**src/rtl/alu_iter_muldiv.sv**
```systemverilog
// alu_iter_muldiv: iterative shift-add multiply / restoring divide, one result bit per clock.
// Signed operation is compiled in with `define ALU_MULDIV_SIGNED_EN; otherwise all ops are unsigned.
module alu_iter_muldiv #(
  parameter int WIDTH = 16,
  parameter int CNT_W = $clog2(WIDTH) + 1
) (
  input  logic             clk,
  input  logic             rst_n,
  input  logic             in_valid,
  output logic             in_ready,
  input  logic             op_div,
  input  logic             is_signed,
  input  logic [WIDTH-1:0] in_a,
  input  logic [WIDTH-1:0] in_b,
  output logic             out_valid,
  input  logic             out_ready,
  output logic [WIDTH-1:0] result_lo,
  output logic [WIDTH-1:0] result_hi,
  output logic             flag_zero,
  output logic             flag_ovf,
  output logic             flag_dbz
);

  typedef enum logic [1:0] {IDLE, BUSY, DONE} state_t;

  state_t                 state, state_nxt;
  logic                   sgn_in;
  logic                   op_div_q, sgn_q, neg_lo_q, neg_hi_q, min_ovf_q;
  logic [CNT_W-1:0]       cnt;
  logic [2*WIDTH-1:0]     acc, acc_step, prod;
  logic [WIDTH-1:0]       opb, addend, mag_a, mag_b, fin_lo, fin_hi;
  logic [WIDTH:0]         mul_sum, div_shift, div_diff;
  logic                   div_ge, last_iter, div_by_zero, min_neg1, fin_ovf;

  function automatic logic [WIDTH-1:0] mag_w(input logic signed [WIDTH-1:0] x, input logic sgn);
    logic signed [WIDTH-1:0] neg_x;
    neg_x = -x;
    return (sgn && x[WIDTH-1]) ? neg_x : x;
  endfunction

  function automatic logic [WIDTH-1:0] fix_w(input logic [WIDTH-1:0] x, input logic neg);
    return neg ? -x : x;
  endfunction

  function automatic logic [2*WIDTH-1:0] fix_2w(input logic [2*WIDTH-1:0] x, input logic neg);
    return neg ? -x : x;
  endfunction

`ifdef ALU_MULDIV_SIGNED_EN
  assign sgn_in = is_signed;
`else
  logic unused_is_signed;
  assign sgn_in           = 1'b0;
  assign unused_is_signed = is_signed;
`endif

  assign mag_a       = mag_w(in_a, sgn_in);
  assign mag_b       = mag_w(in_b, sgn_in);
  assign div_by_zero = op_div && (in_b == '0);
  assign min_neg1    = sgn_in && op_div && (in_a == {1'b1, {(WIDTH-1){1'b0}}}) && (in_b == '1);
  assign last_iter   = (cnt == CNT_W'(1));

  // One iteration: MUL keeps {hi, multiplier} in acc, DIV keeps {remainder, dividend}.
  always_comb begin
    addend    = acc[0] ? opb : '0;
    mul_sum   = {1'b0, acc[2*WIDTH-1:WIDTH]} + {1'b0, addend};
    div_shift = acc[2*WIDTH-1:WIDTH-1];
    div_diff  = div_shift - {1'b0, opb};
    div_ge    = (div_shift >= {1'b0, opb});
    if (op_div_q)
      acc_step = div_ge ? {div_diff[WIDTH-1:0], acc[WIDTH-2:0], 1'b1}
                        : {div_shift[WIDTH-1:0], acc[WIDTH-2:0], 1'b0};
    else
      acc_step = {mul_sum, acc[WIDTH-1:1]};
  end

  // Sign fixup and flags, applied on the last BUSY edge.
  always_comb begin
    prod = fix_2w(acc_step, neg_lo_q);
    if (op_div_q) begin
      fin_lo  = fix_w(acc_step[WIDTH-1:0], neg_lo_q);
      fin_hi  = fix_w(acc_step[2*WIDTH-1:WIDTH], neg_hi_q);
      fin_ovf = min_ovf_q;
    end else begin
      fin_lo  = prod[WIDTH-1:0];
      fin_hi  = prod[2*WIDTH-1:WIDTH];
      fin_ovf = sgn_q ? (prod[2*WIDTH-1:WIDTH] != {WIDTH{prod[WIDTH-1]}})
                      : (prod[2*WIDTH-1:WIDTH] != '0);
    end
  end

  always_ff @(posedge clk or negedge rst_n) begin
    if (!rst_n) state <= IDLE;
    else        state <= state_nxt;
  end

  always_comb begin
    state_nxt = state;
    case (state)
      IDLE:    if (in_valid) state_nxt = div_by_zero ? DONE : BUSY;
      BUSY:    if (last_iter) state_nxt = DONE;
      DONE:    if (out_ready) state_nxt = IDLE;
      default: state_nxt = IDLE;
    endcase
  end

  always_comb begin
    in_ready  = (state == IDLE);
    out_valid = (state == DONE);
  end

  always_ff @(posedge clk or negedge rst_n) begin
    if (!rst_n) begin
      op_div_q  <= 1'b0;
      sgn_q     <= 1'b0;
      neg_lo_q  <= 1'b0;
      neg_hi_q  <= 1'b0;
      min_ovf_q <= 1'b0;
      cnt       <= '0;
      acc       <= '0;
      opb       <= '0;
      result_lo <= '0;
      result_hi <= '0;
      flag_zero <= 1'b0;
      flag_ovf  <= 1'b0;
      flag_dbz  <= 1'b0;
    end else begin
      case (state)
        IDLE: if (in_valid) begin
          op_div_q  <= op_div;
          sgn_q     <= sgn_in;
          neg_lo_q  <= sgn_in && (in_a[WIDTH-1] ^ in_b[WIDTH-1]);
          neg_hi_q  <= sgn_in && in_a[WIDTH-1];
          min_ovf_q <= min_neg1;
          cnt       <= CNT_W'(WIDTH);
          acc       <= {{WIDTH{1'b0}}, op_div ? mag_a : mag_b};
          opb       <= op_div ? mag_b : mag_a;
          if (div_by_zero) begin
            result_lo <= '1;
            result_hi <= in_a;
            flag_zero <= 1'b0;
            flag_ovf  <= 1'b0;
            flag_dbz  <= 1'b1;
          end
        end
        BUSY: begin
          acc <= acc_step;
          cnt <= cnt - CNT_W'(1);
          if (last_iter) begin
            result_lo <= fin_lo;
            result_hi <= fin_hi;
            flag_zero <= (fin_lo == '0);
            flag_ovf  <= fin_ovf;
            flag_dbz  <= 1'b0;
          end
        end
        default: ;
      endcase
    end
  end

endmodule

```
**config.mk**
```make
export PLATFORM = sky130hd
export DESIGN_NAME = alu_iter_muldiv
export DESIGN_NICKNAME = d
export VERILOG_FILES = /design/src/rtl/alu_iter_muldiv.sv
export SDC_FILE = /design/constraint.sdc
export NUM_CORES = 1
export LEC_CHECK = 0
export CAP_MARGIN = 20
export CORE_MARGIN = 4
export CORE_UTILIZATION = 40
export CTS_BUF_LIST = sky130_fd_sc_hd__clkbuf_4
export DETAILED_ROUTE_END_ITERATION = 16
export PLACE_DENSITY = 0.74
export SYNTH_ARGS = -nofsm -noshare
export SYNTH_HDL_FRONTEND = slang
export SYNTH_SLANG_ARGS = --single-unit
export TNS_END_PERCENT = 5
```
**constraint.sdc**
```tcl
create_clock -name clk -period 3 [get_ports clk]
set_input_delay 0.6 -clock clk [delete_from_list [all_inputs] [get_ports clk]]
set_output_delay 0.6 -clock clk [all_outputs]
set_load 0.05 [all_outputs]
```
==> metrics.csv, run 1 <==
stage,metric,value,unit
floorplanning,Die Wd,132,um
floorplanning,die area,17500,um^2
drt,DR vias/cell,5.77,
synth,syn_area_per_cell,9.05,um^2
drt,Routed Antenna Nets,0,
setup_path,Critical Path Max Stage Delay,0.44,ns
layout,Nets,904,
sta,fin crit period,3.02,ns
clocking,H-tree lvl count,3,
setup_path,"Max stage delay cell, worst path",dfrtp_1,
layout,final core utilization,0.533,
setup_path,crit path max fanout,3,
layout,"commonest non-fill, non-tap cell in the layout",buf_4,
synth,"FFs w/ async S/R, synth",1.00,
floorplanning,starting density of the core,0.408,
drt,DRT iter0 DRCs,454,
clocking,CTS buffer count,9,
sta,final worst-path cycle share,1.01,
layout,FF/Latch Area,2280,um^2
synth,number of synthesized flops with an enable pin,0,
placement,DP HPWL,14200,um
clocking,total clock sinks,91,
placement,global placement routability congestion,0.974,
drt,DR WL/cell,18.3,um
clocking,Skew-Pair Late Insertion Delay,0.45,ns
placement,pre-CTS setup slack,-0.146,ns
placement,Placed Cells incl. Taps,996,
sta,setup violators final,1,
sta,fmax,331,MHz
layout,most frequent cells in the layout,"buf_4 (97), dfrtp_1 (91), clkdlybuf4s50_1 (71)",
power,Worst VDD drop,701,uV
sta,Rel. slew slack,0.631,
sta,"Slew Viols, Final",0,
sta,Clock Skew,0.0252,ns
floorplanning,io pins,75,
setup_path,CP Launch Type,flop,
drt,DRC Markers,0,
layout,Layout Cells excl Fill,1022,
power,P_leak,0.00364,uW
placement,I/O Buffers,73,
setup_path,Buf/Inv on CP,1,
setup_path,critical path type,reg2reg,
sta,final setup margin,-0.0229,ns
synth,"Seq/Total Area, Yosys",0.368,
synth,Mapped Cells,683,
power,PD cells,1300,nW/um^2
layout,FILL cells,1335,
global_route,first-pass GRT wire length,29900,um
setup_path,worst-path cell chain,buf_4 -> ha_2 -> fa_2 -> a21o_1 -> and4_4 -> o32ai_4 -> o21ai_2 -> a21o_2 -> xor2_1 -> mux2_2 -> nor4_2 -> a32oi_1,
global_route,number of global-route vias before repair,5861,
setup_path,Worst Path Required,3.33,ns
setup_path,crit path capture type,flop,
setup_path,RR Endpoint,flag_ovf,
status,failing checks,negative setup slack,
synth,Main synth FF type,dfrtp_1,
setup_path,R2R cell count,12,
layout,# diodes,0,
drt,via count,5902,
layout,layout cells sized above 1,0.209,
synth,Yosys cell types,76,
sta,RSZ-0062 raised after global routing,yes,
synth,synthesized area,6180,um^2
layout,Area Growth Syn to Fin,30.7,%
setup_path,reg2reg setup slack,-0.02,ns
clocking,root buffer cell,clkbuf_4,
setup_path,CP arrival,3.35,ns
status,status,"finished, violations left",
global_route,gr ovfl total,0,
layout,multi-input logic area,3850,um^2
run,number of max-cap violations,0,
clocking,clock transition at the registers of the reported paths,0.15,ns
synth,#FFs+latches synth,91,
sta,worst slew pin tran,0.553,ns
global_route,overall routing resource usage,0.208,
global_route,largest net degree at the start of global routing,54,
hold_path,HP Class,in2async,
setup_path,worst r2r src,acc[16],
floorplanning,core area,15100,um^2
global_route,initial antenna violation count,0,
drt,DRT Wirelength,18700,um
setup_path,"CP delay by family, top",compound AO/OA/AOI/OAI gates,
power,Design Power,10500,uW
synth,Syn. warnings,0,
clocking,CTS tree,built,
floorplanning,cell row count,45,
floorplanning,chip height,132,um
synth,syn_nets,757,
clocking,maximum clock path buffer count,2,
sta,Fin. Hold Viols,0,
drt,DR pass1 iterations,5,
-- flip-flops by register name, indices dropped and copies added (netlist names) --
register	cells
flag_zero	1
acc	32
cnt	5
result_hi	16
flag_dbz	1
flag_ovf	1
state	2
opb	16
result_lo	16
op_div_q	1
-- stage by stage --
| step | TNS (ns) | hold WS [ns] | cell area, um^2 |
|---|---|---|---|
| finish | -0.0229 | 0.109 | 8080 |
| floorplan | 0 | 0.304 | 6190 |
| detailed placement | -1.08 | 0.458 | 7660 |
| global route | -0.284 | 0.117 | 8080 |
| CTS | -0.0307 | 0.108 | 7820 |
| global placement | -0.811 | 0.464 | 7660 |
-- worst reg2reg max path: cells and delay by family (launching register included) --
kind / cells / cell delay (ns)
compound gates: 5 / 0.94
xor+xnor: 1 / 0.15
fa+ha+maj: 2 / 0.57
buf+inv: 1 / 0.16
flops: 1 / 0.44
mux: 1 / 0.27
simple gates: 2 / 0.38
-- worst max path at each step --
stage / end / cells past startpoint / slack [ns] / start
floorplan: flag_ovf / 13 / 0.002 / acc[0]
global placement: result_hi[3] / 10 / -0.12 / in_b[12]
detailed placement: flag_ovf / 14 / -0.15 / acc[15]
CTS: flag_ovf / 12 / -0.03 / acc[16]
global route: flag_ovf / 12 / -0.17 / acc[16]
finish: flag_ovf / 12 / -0.02 / acc[16]
-- cells in the mapped netlist, drive strengths merged (14+ instances only) --
library cell  count  area [um^2]
a21o             14          109
a21oi            33          180
a22oi            14          105
and2             20          125
clkbuf           27          111
dfrtp            91         2280
ha               34          425
inv              32          120
mux2i            47          470
nand2            54          210
nand3            28          140
nor2             54          203
nor3             15         75.1
o21ai            65          329
xor2             17          149
-- layer usage --
layer  part of all wire  global-route usage
met1               0.44               0.281
met2               0.48               0.340
met3              0.052              0.0290
met4              0.032              0.0779
met5                  0                   0
-- logic make-up after synthesis --
logic type / after synthesis / share of synthesized area
flops: 91 / 0.368
mux: 49 / 0.0803
fa+ha+maj: 36 / 0.0753
xor+xnor: 26 / 0.0368
simple gates: 211 / 0.171
buf+inv: 68 / 0.0439
compound gates: 202 / 0.224
-- cell type report --
cell class	instances	share of cell area
Clock inverter	6	0.00604
Tap cell	188	0.0291
Multi-Input combinational cell	524	0.477
Inverter	33	0.0153
Sequential cell	91	0.282
Clock buffer	9	0.00836
Timing Repair Buffer	171	0.183
-- timing repair --
item                                    4_1_cts  5_1_grt
buffers inserted                              1       10
hold buffers                                  0        0
pin swaps                                     2       22
endpoints found under the setup margin        3        9
gates resized for setup                       8       32
-- power by group --
part / switching, uW / internal, uW
combinational: 4380 / 3280
clock: 443 / 174
sequential: 441 / 1750
Power figures use the tool's default switching activity.
==> inputs of run 2 (changes only) <==
- CORE_UTILIZATION: 40 -> 35
- PLACE_DENSITY: 0.74 -> 0.67
==> run 2 against run 1 <==
Net effect: via count about the same; design area rose by 5.3%; register-to-register slack gained 0.04 ns; clock skew grew 0.0018 ns; die area up 13%; largest power group unchanged; core utilization fell by 4.2 points; the run now ends clean; wire length grew 3.4%; worst setup slack better by 0.036 ns.
==> metrics.csv, run 2 (synthesis gave the netlist of run 1 again) <==
stage,metric,value,unit,change
floorplanning,io pins,75,,unchanged
clocking,total clock sinks,91,,unchanged
drt,DR vias/cell,5.49,,was 5.77
power,Gate power share,0.727,,was 0.732
power,clock network power share,0.074,,was 0.059
placement,Area after DPL,7730,um^2,was 7660 um^2
layout,most frequent cells in the layout,"buf_4 (107), dfrtp_1 (88), clkdlybuf4s50_1 (71)",,"was buf_4 (97), dfrtp_1 (91), clkdlybuf4s50_1 (71)"
global_route,initial antenna violation count,0,,unchanged
sta,"Slew Viols, Final",0,,unchanged
global_route,first-pass GRT wire length,30500,um,was 29900 um
power,sw power,5510,uW,was 5270 uW
power,Flop pwr share,0.200,,was 0.209
placement,global placement routability congestion,0.905,,was 0.974
placement,DP HPWL,14400,um,was 14200 um
global_route,number of global-route vias before repair,5832,,was 5861
sta,final worst-path cycle share,0.996,,was 1.01
setup_path,reg2reg setup slack,0.01,ns,was -0.02 ns
power,Internal Power,5650,uW,was 5200 uW
global_route,gr ovfl total,0,,unchanged
floorplanning,die area,19900,um^2,was 17500 um^2
sta,Clock Skew,0.0270,ns,was 0.0252 ns
drt,DR pass1 iterations,5,,unchanged
global_route,largest net degree at the start of global routing,72,,was 54
sta,worst slew pin tran,0.824,ns,was 0.553 ns
setup_path,crit path max fanout,5,,was 3
hold_path,HP Class,reg2reg,,was in2async
run,number of max-cap violations,0,,unchanged
sta,Fin. Hold Viols,0,,unchanged
floorplanning,core area,17300,um^2,was 15100 um^2
sta,RSZ-0062 raised after global routing,yes,,unchanged
layout,Largest register FFs,32,,unchanged
drt,via count,5901,,was 5902
clocking,root buffer cell,clkbuf_4,,unchanged
clocking,Skew-Pair Late Insertion Delay,0.47,ns,was 0.45 ns
sta,setup TNS after final layout,0,ns,was -0.0229 ns
layout,Nets,918,,was 904
power,P_leak,0.00378,uW,was 0.00364 uW
clocking,H-tree lvl count,3,,unchanged
setup_path,critical path type,reg2reg,,unchanged
global_route,overall routing resource usage,0.191,,was 0.208
layout,# diodes,0,,unchanged
floorplanning,chip height,141,um,was 132 um
power,Net Sw Frac,0.494,,was 0.503
clocking,clock transition at the registers of the reported paths,0.15,ns,about the same
clocking,maximum clock path buffer count,2,,unchanged
floorplanning,Die Wd,141,um,was 132 um
floorplanning,cell row count,48,,was 45
layout,Area Growth Syn to Fin,37.6,%,was 30.7%
sta,fmax,335,MHz,was 331 MHz
floorplanning,starting density of the core,0.357,,was 0.408
power,Worst VDD drop,801,uV,was 701 uV
placement,I/O Buffers,73,,unchanged
clocking,CTS buffer count,9,,unchanged
setup_path,crit path capture type,flop,,unchanged
drt,DRT iter0 DRCs,344,,was 454
setup_path,"Max stage delay cell, worst path",dfrtp_1,,unchanged
drt,Routed Antenna Nets,0,,unchanged
sta,fin crit period,2.99,ns,was 3.02 ns
layout,layout cells sized above 1,0.253,,was 0.209
layout,Reg with most FFs,acc,,unchanged
setup_path,CP Launch Type,flop,,unchanged
sta,Rel. slew slack,0.447,,was 0.631
drt,DRT Wirelength,19300,um,was 18700 um
power,Design Power,11200,uW,was 10500 uW
power,PD cells,1310,nW/um^2,was 1300 nW/um^2
drt,DRC Markers,0,,unchanged
setup_path,worst-path cell chain,buf_4 -> ha_4 -> nand3_2 -> o31a_1 -> o21ai_2 -> o2111ai_4 -> a21oi_4 -> buf_6 -> a221o_1 -> o2111ai_2 -> nor4_4 -> a32oi_1,,was buf_4 -> ha_2 -> fa_2 -> a21o_1 -> and4_4 -> o32ai_4 -> o21ai_2 -> a21o_2 -> xor2_1 -> mux2_2 -> nor4_2 -> a32oi_1
drt,DR WL/cell,18.0,um,was 18.3 um
setup_path,CP arrival,3.33,ns,was 3.35 ns
clocking,CTS tree,built,,unchanged
setup_path,Worst Path Required,3.34,ns,was 3.33 ns
layout,"commonest non-fill, non-tap cell in the layout",buf_4,,unchanged
setup_path,Critical Path Max Stage Delay,0.44,ns,about the same
sta,setup violators final,0,,was 1
layout,final non-filler cell area,8510,um^2,was 8080 um^2
status,status,completed,,"was finished, violations left"
run 2: cell types whose count changed in the layout (fill, tap and decap cells not counted), moves of 3 or more:
cell | previous run | this run
ha_4 | 5 | 9
dfrtp_1 | 91 | 88
ha_1 | 27 | 23
dfrtp_2 | 0 | 3
buf_4 | 97 | 107
buf_6 | 1 | 4
and2_4 | 0 | 4
and2_1 | 19 | 15
run 2: worst max-delay path, delay by kind of cell, from the launching register on:
family	cells	cell delay [ns]
compound gates	7	1.51
fa+ha+maj	1	0.26
buf+inv	2	0.34
flops	1	0.44
simple gates	2	0.33
run 2: layer usage:
layer / up-vias / wire length [um] / GRT usage
met2: 204 / 9070 / 0.314
li1: 2818 / - / -
met1: 2830 / 8370 / 0.253
met4: 0 / 735 / 0.0699
met5: - / 0 / 0
met3: 49 / 1130 / 0.0315
run 2: what timing repair did:
action,4_1_cts,5_1_grt
hold buffers,1,0
pin swaps,17,36
hold endpoints to repair,17,0
resized for setup,33,51
setup endpoints to repair,4,6
setup buffers,8,16
run 2: power by group through the flow:
stage	clock, uW	sequential [uW]	combinational (uW)
final	823	2230	8110
after global routing	888	2290	8810
after CTS	839	2200	7260
after detailed placement	0	2220	6910
after global placement	0	2220	6850
after floorplan	0	2630	4010
run 2: area by class of cell:
class,instances,area (um^2)
fill,1619,8790
multi-input combinational,524,4050
sequential,91,2280
timing repair buffer,185,1590
tap,225,282
inverter,33,124
clock inverter,7,108
clock buffer,9,67.6
run 2: stage by stage:
stage / cells / utilization / worst slack [ns] / hold WS (ns)
global placement: 1034 / 0.447 / -0.187 / 0.467
finish: 1074 / 0.492 / 0.0133 / 0.509
global route: 1074 / 0.492 / -0.105 / 0.521
detailed placement: 1034 / 0.447 / -0.211 / 0.456
floorplan: 683 / - / 0.00188 / 0.304
CTS: 1058 / 0.468 / -0.0557 / 0.508
run 2: path summary, 6_finish.rpt:
| check | start | endpoint | cells past startpoint |
|---|---|---|---|
| setup reg to reg | opb[0] | flag_ovf | 12 |
| setup / recovery | opb[0] | flag_ovf | 12 |
| max in group asynchronous | rst_n | acc[21] | 3 |
| hold reg to reg | flag_dbz | flag_dbz | 1 |
| hold / removal | flag_dbz | flag_dbz | 1 |
| min in group asynchronous | rst_n | result_lo[2] | 2 |
